File: config.mk
export PLATFORM = sky130hd
export DESIGN_NAME = qvga_capture
export DESIGN_NICKNAME = d
export VERILOG_FILES = /design/src/rtl/qvga_pkg.sv /design/src/rtl/rgb565_to_444.sv /design/src/rtl/qvga_capture.sv
export SDC_FILE = /design/constraint.sdc
export NUM_CORES = 1
export LEC_CHECK = 0
export CORE_MARGIN = 2
export CORE_UTILIZATION = 59
export CTS_CLUSTER_SIZE = 16
export DETAILED_ROUTE_END_ITERATION = 16
export GPL_ROUTABILITY_DRIVEN = 0
export GPL_TIMING_DRIVEN = 0
export PLACE_DENSITY_LB_ADDON = 0.1
export SLEW_MARGIN = 25
export SYNTH_ARGS = -nofsm -noshare
export SYNTH_HDL_FRONTEND = slang
export SYNTH_SLANG_ARGS = --single-unit
File: constraint.sdc
create_clock -name clk -period 5.4 [get_ports clk]
set_clock_uncertainty 0.05 [all_clocks]
set_input_delay 0.54 -clock clk [delete_from_list [all_inputs] [get_ports clk]]
set_output_delay 0.54 -clock clk [all_outputs]
set_load 0.03 [all_outputs]
File: src/rtl/qvga_pkg.sv
// ---------------------------------------------------------------------------
// qvga_pkg
// Shared definitions for the QVGA camera capture block: default frame
// geometry, frame-buffer address width and the capture state encoding.
// ---------------------------------------------------------------------------
package qvga_pkg;

   localparam int H_RES_DEF = 320;   // active pixels per line
   localparam int V_RES_DEF = 240;   // active lines per frame
   localparam int ADDR_W    = 17;    // frame-buffer address width

   typedef enum logic [1:0] {
      IDLE    = 2'd0,
      WAIT_VS = 2'd1,
      ACTIVE  = 2'd2
   } qvga_state_e;

endpackage

File: src/rtl/rgb565_to_444.sv
// ---------------------------------------------------------------------------
// rgb565_to_444
// Assembles RGB565 byte pairs (high byte first) into RGB444 pixels.
//
// Ports
//   clk        pixel clock, rising edge
//   reset      asynchronous active-low reset
//   clr        synchronous clear of the byte phase (frame start, line end)
//   byte_en    a camera byte is present on cam_data this cycle
//   cam_data   camera byte
//   pix_valid  this cycle's byte completes a pixel
//   pix        RGB444 pixel {R[4:1], G[5:2], B[4:1]}, valid with pix_valid
// ---------------------------------------------------------------------------
module rgb565_to_444 (
   input  logic        clk,
   input  logic        reset,
   input  logic        clr,
   input  logic        byte_en,
   input  logic [7:0]  cam_data,
   output logic        pix_valid,
   output logic [11:0] pix
);

   logic       phase_q;
   logic       phase_d;
   // Only the high-byte bits that reach the pixel are kept: R[4:1] and G[5:3].
   logic [6:0] hi_q;
   logic [6:0] hi_d;

   // Next-state logic for the byte phase and the latched high byte.
   always_comb begin
      phase_d = phase_q;
      hi_d    = hi_q;
      if (clr) begin
         phase_d = 1'b0;
      end else if (byte_en) begin
         phase_d = ~phase_q;
         if (!phase_q) begin
            hi_d = {cam_data[7:4], cam_data[2:0]};
         end else begin
            hi_d = hi_q;
         end
      end else begin
         phase_d = phase_q;
      end
   end

   // Phase and high-byte registers.
   always_ff @(posedge clk or negedge reset) begin
      if (!reset) begin
         phase_q <= 1'b0;
         hi_q    <= 7'd0;
      end else begin
         phase_q <= phase_d;
         hi_q    <= hi_d;
      end
   end

   // The low byte is used straight off the bus so the pixel is ready in the
   // same cycle the second byte is sampled.
   assign pix_valid = byte_en & phase_q;
   assign pix       = {hi_q[6:3], hi_q[2:0], cam_data[7], cam_data[4:1]};

endmodule

File: src/rtl/qvga_capture.sv
// ---------------------------------------------------------------------------
// qvga_capture
// Captures RGB565 camera frames (vsync/href protocol) and writes them as
// RGB444 pixels into a linear frame buffer at address y*H_RES + x.
//
// Ports
//   clk         camera pixel clock, rising edge
//   reset       asynchronous active-low reset
//   capture_en  arms capture; only looked at between frames
//   vsync       high between frames
//   href        high while a line's bytes are on cam_data
//   cam_data    camera byte, RGB565 high byte first
//   we          one-cycle frame-buffer write strobe
//   wAddr       frame-buffer address
//   wData       RGB444 pixel {R,G,B}
//   frame_done  one-cycle pulse when a captured frame ends
//   busy        high while a frame is being captured
//   line_err    sticky overrun flag, cleared at the next frame start
// ---------------------------------------------------------------------------
module qvga_capture
   import qvga_pkg::*;
#(
   parameter int H_RES = H_RES_DEF,
   parameter int V_RES = V_RES_DEF
) (
   input  logic              clk,
   input  logic              reset,
   input  logic              capture_en,
   input  logic              vsync,
   input  logic              href,
   input  logic [7:0]        cam_data,
   output logic              we,
   output logic [ADDR_W-1:0] wAddr,
   output logic [11:0]       wData,
   output logic              frame_done,
   output logic              busy,
   output logic              line_err
);

   // Counters are one value wider than the active range so they can park at
   // H_RES / V_RES, which is what flags an overrun.
   localparam int X_W = $clog2(H_RES + 1);
   localparam int Y_W = $clog2(V_RES + 1);
   localparam logic [X_W-1:0]    X_LIM  = X_W'(H_RES);
   localparam logic [Y_W-1:0]    Y_LIM  = Y_W'(V_RES);
   localparam logic [X_W-1:0]    X_ONE  = X_W'(1);
   localparam logic [Y_W-1:0]    Y_ONE  = Y_W'(1);
   localparam logic [ADDR_W-1:0] STRIDE = ADDR_W'(H_RES);

   qvga_state_e       state_q, state_d;
   logic              vs_q, href_q;
   logic [X_W-1:0]    x_q, x_d;
   logic [Y_W-1:0]    y_q, y_d;
   logic              err_q, err_d;
   logic              we_q, we_d;
   logic [ADDR_W-1:0] waddr_q, waddr_d;
   logic [11:0]       wdata_q, wdata_d;
   logic              fd_q, fd_d;
   logic              busy_q, busy_d;

   logic              vs_rise, vs_fall, href_fall;
   logic              byte_en, clr;
   logic              pix_valid;
   logic [11:0]       pix;

   assign vs_rise   = ~vs_q & vsync;
   assign vs_fall   = vs_q & ~vsync;
   assign href_fall = href_q & ~href;

   // A byte arriving in the same cycle the frame ends is dropped, so a write
   // strobe can never trail out of ACTIVE.
   assign byte_en = (state_q == ACTIVE) & href & ~vs_rise;
   assign clr     = ((state_q == WAIT_VS) & vs_fall) |
                    ((state_q == ACTIVE) & ~vs_rise & href_fall);

   rgb565_to_444 u_conv (
      .clk       (clk),
      .reset     (reset),
      .clr       (clr),
      .byte_en   (byte_en),
      .cam_data  (cam_data),
      .pix_valid (pix_valid),
      .pix       (pix)
   );

   // Capture FSM, pixel counters and write-port next-state logic.
   always_comb begin
      state_d = state_q;
      x_d     = x_q;
      y_d     = y_q;
      err_d   = err_q;
      we_d    = 1'b0;
      waddr_d = waddr_q;
      wdata_d = wdata_q;
      fd_d    = 1'b0;
      case (state_q)
         IDLE: begin
            if (capture_en) begin
               state_d = WAIT_VS;
            end else begin
               state_d = IDLE;
            end
         end
         WAIT_VS: begin
            if (vs_fall) begin
               state_d = ACTIVE;
               x_d     = '0;
               y_d     = '0;
               err_d   = 1'b0;
            end else begin
               state_d = WAIT_VS;
            end
         end
         ACTIVE: begin
            if (vs_rise) begin
               state_d = capture_en ? WAIT_VS : IDLE;
               fd_d    = 1'b1;
            end else if (href_fall) begin
               // An href pulse that produced no pixel is not a line.
               if (x_q != '0) begin
                  x_d = '0;
                  y_d = (y_q < Y_LIM) ? (y_q + Y_ONE) : y_q;
               end else begin
                  x_d = x_q;
               end
            end else if (pix_valid) begin
               if ((x_q < X_LIM) && (y_q < Y_LIM)) begin
                  we_d    = 1'b1;
                  waddr_d = (ADDR_W'(y_q) * STRIDE) + ADDR_W'(x_q);
                  wdata_d = pix;
               end else begin
                  err_d = 1'b1;
               end
               x_d = (x_q < X_LIM) ? (x_q + X_ONE) : x_q;
            end else begin
               state_d = ACTIVE;
            end
         end
         default: begin
            state_d = IDLE;
         end
      endcase
      busy_d = (state_d == ACTIVE);
   end

   // State, edge-detect, counter and output registers.
   always_ff @(posedge clk or negedge reset) begin
      if (!reset) begin
         state_q <= IDLE;
         vs_q    <= 1'b0;
         href_q  <= 1'b0;
         x_q     <= '0;
         y_q     <= '0;
         err_q   <= 1'b0;
         we_q    <= 1'b0;
         waddr_q <= '0;
         wdata_q <= 12'd0;
         fd_q    <= 1'b0;
         busy_q  <= 1'b0;
      end else begin
         state_q <= state_d;
         vs_q    <= vsync;
         href_q  <= href;
         x_q     <= x_d;
         y_q     <= y_d;
         err_q   <= err_d;
         we_q    <= we_d;
         waddr_q <= waddr_d;
         wdata_q <= wdata_d;
         fd_q    <= fd_d;
         busy_q  <= busy_d;
      end
   end

   assign we         = we_q;
   assign wAddr      = waddr_q;
   assign wData      = wdata_q;
   assign frame_done = fd_q;
   assign busy       = busy_q;
   assign line_err   = err_q;

endmodule

* Word level (Yosys, flattened, before mapping)
Cells that the tools add are included.
** Cells by class
- $add $sub $neg :: 3
- Multipliers :: 1
- Order comparisons :: 2
- Equality and inequality tests :: 14
- Multiplexer cells :: 34
- Bitwise gates (word level) :: 17
- Reduce and logical (&&, ||, !) cells :: 10
** Operators with widths (number)
- two-way mux 9 bit :: 6
- two-way mux 8 bit :: 5
- one-hot mux 9 bit (2 select lines) :: 1
- AND reduction 6 bit :: 3
- adder 17 x 9 -> 17 bit :: 1
- one-hot mux 8 bit (2 select lines) :: 1
- two-way mux 1 bit :: 15
- inequality test 2 bit, second input constant :: 6
- multiplier 8 x 3 -> 11 bit, second input constant :: 1
- adder 9 x 1 -> 9 bit, second input constant :: 1
- AND 1 bit :: 9
- less-than comparator 9 bit, second input constant :: 1
- nonzero test 9 bit :: 1
- adder 8 x 1 -> 8 bit, second input constant :: 1
- less-than comparator 8 bit, second input constant :: 1
- two-way mux 2 bit :: 4
- NOT 1 bit :: 7
- inequality test 3 x 2 -> 1 bit, second input constant :: 2
- one-hot mux 2 bit (3 select lines) :: 1
- AND reduction 5 bit :: 1
- equality test 2 bit, second input constant :: 2
- inequality test 2 x 1 -> 1 bit, second input constant :: 2
- nonzero test 2 bit :: 2
- inequality test 3 bit, second input constant :: 1
- 6 further kinds :: 6
** Word-level totals
- Flip-flop bits (word level) :: 62
- Bits of input ports :: 13
- Output and inout port bits :: 33
- Word-level logic and storage cells :: 94

* Longest topological paths before layout
- Depth after elaboration :: 10
- Gate-level depth with buffers :: 8
- Mapped depth without buffers :: 8

* By module
Synthesis repeated with hierarchy kept, for this count alone.
** Unflattened totals
- Cell total of the unflattened synthesis :: 354
- Area, all modules :: 3398.3 µm²
** Modules (own cells, without submodules)
- qvga_capture :: times used 1, cells each 330, area an instance 3042.9 µm², seq. area each 1351.3 µm²
- rgb565_to_444 :: times used 1, cells each 24, area an instance 355.3 µm², seq. area each 200.2 µm²

* Worst setup path after synthesis
OpenSTA, ideal clock, no wires.
- Path kind :: register to register
- Start point :: reg y_q[3]
- End point :: reg waddr_q[15], in the netlist wAddr[15]
- Library setup time :: 82 ps
- Arrival :: 2900 ps
- Required time :: 5268 ps
- Path slack :: 2368 ps
- Cell stages (with the launch flop) :: 9
- Buffers on the path :: 0
- Clock period less this slack :: 3032 ps
- Path through :: dfrtp_1 > ha_1 > ha_1 > fa_1 > nand3_1 > o21ai_0 > or4b_4 > or4_1 > a31oi_1
** On the way
- Word-level cells in the longest chain between the ends :: 3
- Elaborated cells between the ends (all ways) :: 5
- Classes of those cells :: add/sub (1); mul (1); order compare (1); reduce/logical (2)
** Ends and longest elaborated chain
- start: declaration :: RTL line qvga_capture.sv:53 : logic [Y_W-1:0] y_q, y_d;
- start signal: assignment :: RTL line qvga_capture.sv:165 : y_q <= y_d;
- parallel branches: the longest is 3 deep, another holds adder 17 x 9 -> 17 bit
- end signal: assignment :: RTL line qvga_capture.sv:168 : waddr_q <= waddr_d;
- end: declaration :: RTL line qvga_capture.sv:56 : logic [ADDR_W-1:0] waddr_q, waddr_d;
Parallel ways; which one is timed is not known.
A chain may end at the register's enable or synchronous reset.

* Worst setup path in the final report
Same ends and word-level chain as after synthesis.

==> results.md <==
* Share of layout cells above drive strength 1 at 0.162
* Layout net count at 396
* CP Data Arrival Time at 3500 ps
* CTS sink cnt at 62
* Die ar. at 6240 sq um
* Area contributors post-synth: dfrtp_1, mux2_2, ha_1
* Tightest Hold Check Type: primary input to async pin
* Post-synth top area share at 0.468
* Final Cycle Share at 0.608
* Vias in the first global route at 2419
* WL per Instance at 14.7 microns
* Non-Filler Instances at 436
* WL final at 6410 microns
* DIE HEIGHT at 79.0 microns
* Port Buffer Count at 45
* Worst-Margin Slew at 598 ps
* Pin count of the biggest net entering global routing at 38
* Row count at 27
* Critical Path Max Stage Delay at 600 ps
* Cts repair resizes at 0
* I/O pins at 46
* VDD IR max at 268 uV
* Post-DP HPWL at 4590 microns
* F_max at 305 MHz
* Pwr dens at 369 nW/um^2
* Hold buffers post-CTS at 0
* Remaining antenna violation count after routing at 0
* Via count at 2463
* EDFF count, synth at 0
* CP Max Fanout at 6
* Synth warnings at 0
* Status: completed
* First-pass GRT wire length at 10800 microns
* Die W at 79.0 microns
* CP most frequent cell: ha_1
* Worst setup SP type: flop
* Yosys top cell by area: dfrtp_1
* Cell Area, Synth at 3320 sq um
* Area Overhead vs Synth at 22.6%
* Placed Cells at 420
* Post-synthesis sequential area ratio at 0.468
* # DRC at 0
* FF+latch count, synth at 62
* Unique masters post-synth at 53
* FF-to-FF Start: y_q[3]
* Total gr overflow at 0
* Clock buffer depth at 2
* Initial antenna violation count at 0
* Critical Path Sink Type: flop
* CTS clk-pin slew, worst paths at 70 ps
* Diodes inserted at 0
* Worst slew margin at 0.591
* 1st-pass router iterations at 4
* CTS Buf Count at 9
* CP required at 5620 ps
* Slowest cell on crit path: fa_1
* Main flop type after synthesis: dfrtp_1
* Initial DRC count at 94
* Final Max Slew Viols at 0
* Clock Latency Late Sink at 340 ps
* Initial core utilization at 0.606
* Crit path cell chain: ha_1 -> ha_1 -> fa_1 -> nand3_1 -> o21ai_0 -> or4b_4 -> or4_1 -> a31oi_1
* Setup Buffers After CTS at 0
* Syn_nets at 339
* Critical path class: flop to flop
* # H-tree levels at 3
* Syn avg cell area at 11.0 sq um
* CTS root buf: clkbuf_8
* CTS tree: yes
* Core Footprint at 5470 sq um
* Cells after Synth at 302
* Ys async rst share at 1.00
* Setup violations, final at 0
* Final Critical Period at 3280 ps
* Max-cap viol count at 0
* GRT Total Usage at 0.223
* Unrepaired setup endpoints after global routing: false
* Endpoints failing hold at 0
* Crit path from: y_q[3]
* Setup TNS Final at 0 ps
* Vias per Instance at 5.65
* Leak at 1.82 nW
final timing paths:
path / to / slack, ps / cells after the start
min: y_q[5] / 50 / 1
min reg2reg: wData[10] / 450 / 1
max reg2reg: wAddr[15] / 2120 / 8
max: wAddr[15] / 2120 / 8
max in group asynchronous: wAddr[8] / 4760 / 2
min in group clk: wData[10] / 450 / 1
state kept, by name, summed over array words and instances, names as in the netlist:
name and flops:
busy 1, frame_done 1, href_q 1, line_err 1, state_q 2, u_conv.hi_q 7, u_conv.phase_q 1, vs_q 1
wAddr 17, wData 12, we 1, x_q 9, y_q 8
layout make-up:
class / count / area (sq um)
Multi-Input combinational cell: 218 / 1670
Sequential cell: 62 / 1550
Fill cell: 402 / 1410
Timing Repair Buffer: 46 / 468
Clock buffer: 10 / 128
Tap cell: 72 / 90.1
Clock inverter: 6 / 62.6
Inverter: 13 / 48.8
Buffer: 9 / 42.5
kinds of logic after synthesis:
group,count (synthesis),synth area share
buffers and inverters,22,0.0275
AO/OA/AOI/OAI,61,0.125
adder cells (fa/ha/maj),24,0.0951
AND/OR/NAND/NOR,84,0.131
multiplexers,32,0.108
XOR/XNOR,17,0.0449
flip-flops,62,0.468
power breakdown:
part | switching (mW) | internal (mW)
logic | 0.289 | 0.208
clock network | 0.183 | 0.211
registers | 0.0503 | 0.559
through the flow:
step	total power [mW]	hold slack [ps]	setup WS, ps	utilization	instance area [sq um]
final	1.50	54.3	2120	0.743	4060
after global routing	1.58	72.2	1970	0.743	4060
after CTS	1.51	61.0	2090	0.743	4060
after detailed placement	1.12	428	2130	0.708	3870
after global placement	1.10	428	1780	0.705	3860
after floorplan	0.926	194	2370	-	3320
cell usage in the layout, fill, tap and decap left out, types with 2 or more instances in the layout:
cell type        synthesis  routed
nor2_1                  28      28
clkbuf_1                 4       5
fa_1                     2       2
clkdlybuf4s50_1          0      44
clkinvlp_4               0       3
a31oi_1                  2       2
ha_1                    22      22
nand2_1                  8       8
mux2_2                  31      31
nor4_1                   4       4
o31ai_1                  2       2
nand4_1                  4       4
o21ai_0                 12      12
a22o_1                   2       2
and2_1                   3       3
or2_2                    2       2
o21bai_1                 2       2
clkbuf_8                 0       9
xnor2_1                 13      13
dfrtp_1                 62      62
or4_1                    2       2
xor2_1                   4       4
buf_1                    3       3
a21oi_1                 16      16
clkinv_2                 0       2
nand3_1                 11      11
nor2b_1                  7       7
inv_1                   13      13
nor3_1                   4       4
a211oi_1                 4       4
o211ai_1                 5       5
a2111oi_0                2       2
nand2b_1                 4       4
Yosys cell counts (5+ instances only):
cell type / instances
inv_1: 13
o21ai_0: 12
nor2b_1: 7
xnor2_1: 13
ha_1: 22
dfrtp_1: 62
a21oi_1: 16
mux2_2: 31
nand2_1: 8
nor2_1: 28
nand3_1: 11
o211ai_1: 5
metal layers:
| layer | vias to the layer above | share of wire | GRT usage |
|---|---|---|---|
| met5 | - | 0 | 0 |
| met4 | 0 | 0.021 | 0.0897 |
| met3 | 11 | 0.036 | 0.0557 |
| met2 | 44 | 0.51 | 0.389 |
| met1 | 1205 | 0.43 | 0.263 |
| li1 | 1203 | - | - |
worst max-delay path: cells and delay by family, from the launching register on:
family,cells,cell delay [ps]
AND/OR/NAND/NOR,3,1100
adder cells (fa/ha/maj),3,1160
flip-flops,1,460
AO/OA/AOI/OAI,2,430
Power figures use the tool's default switching activity.
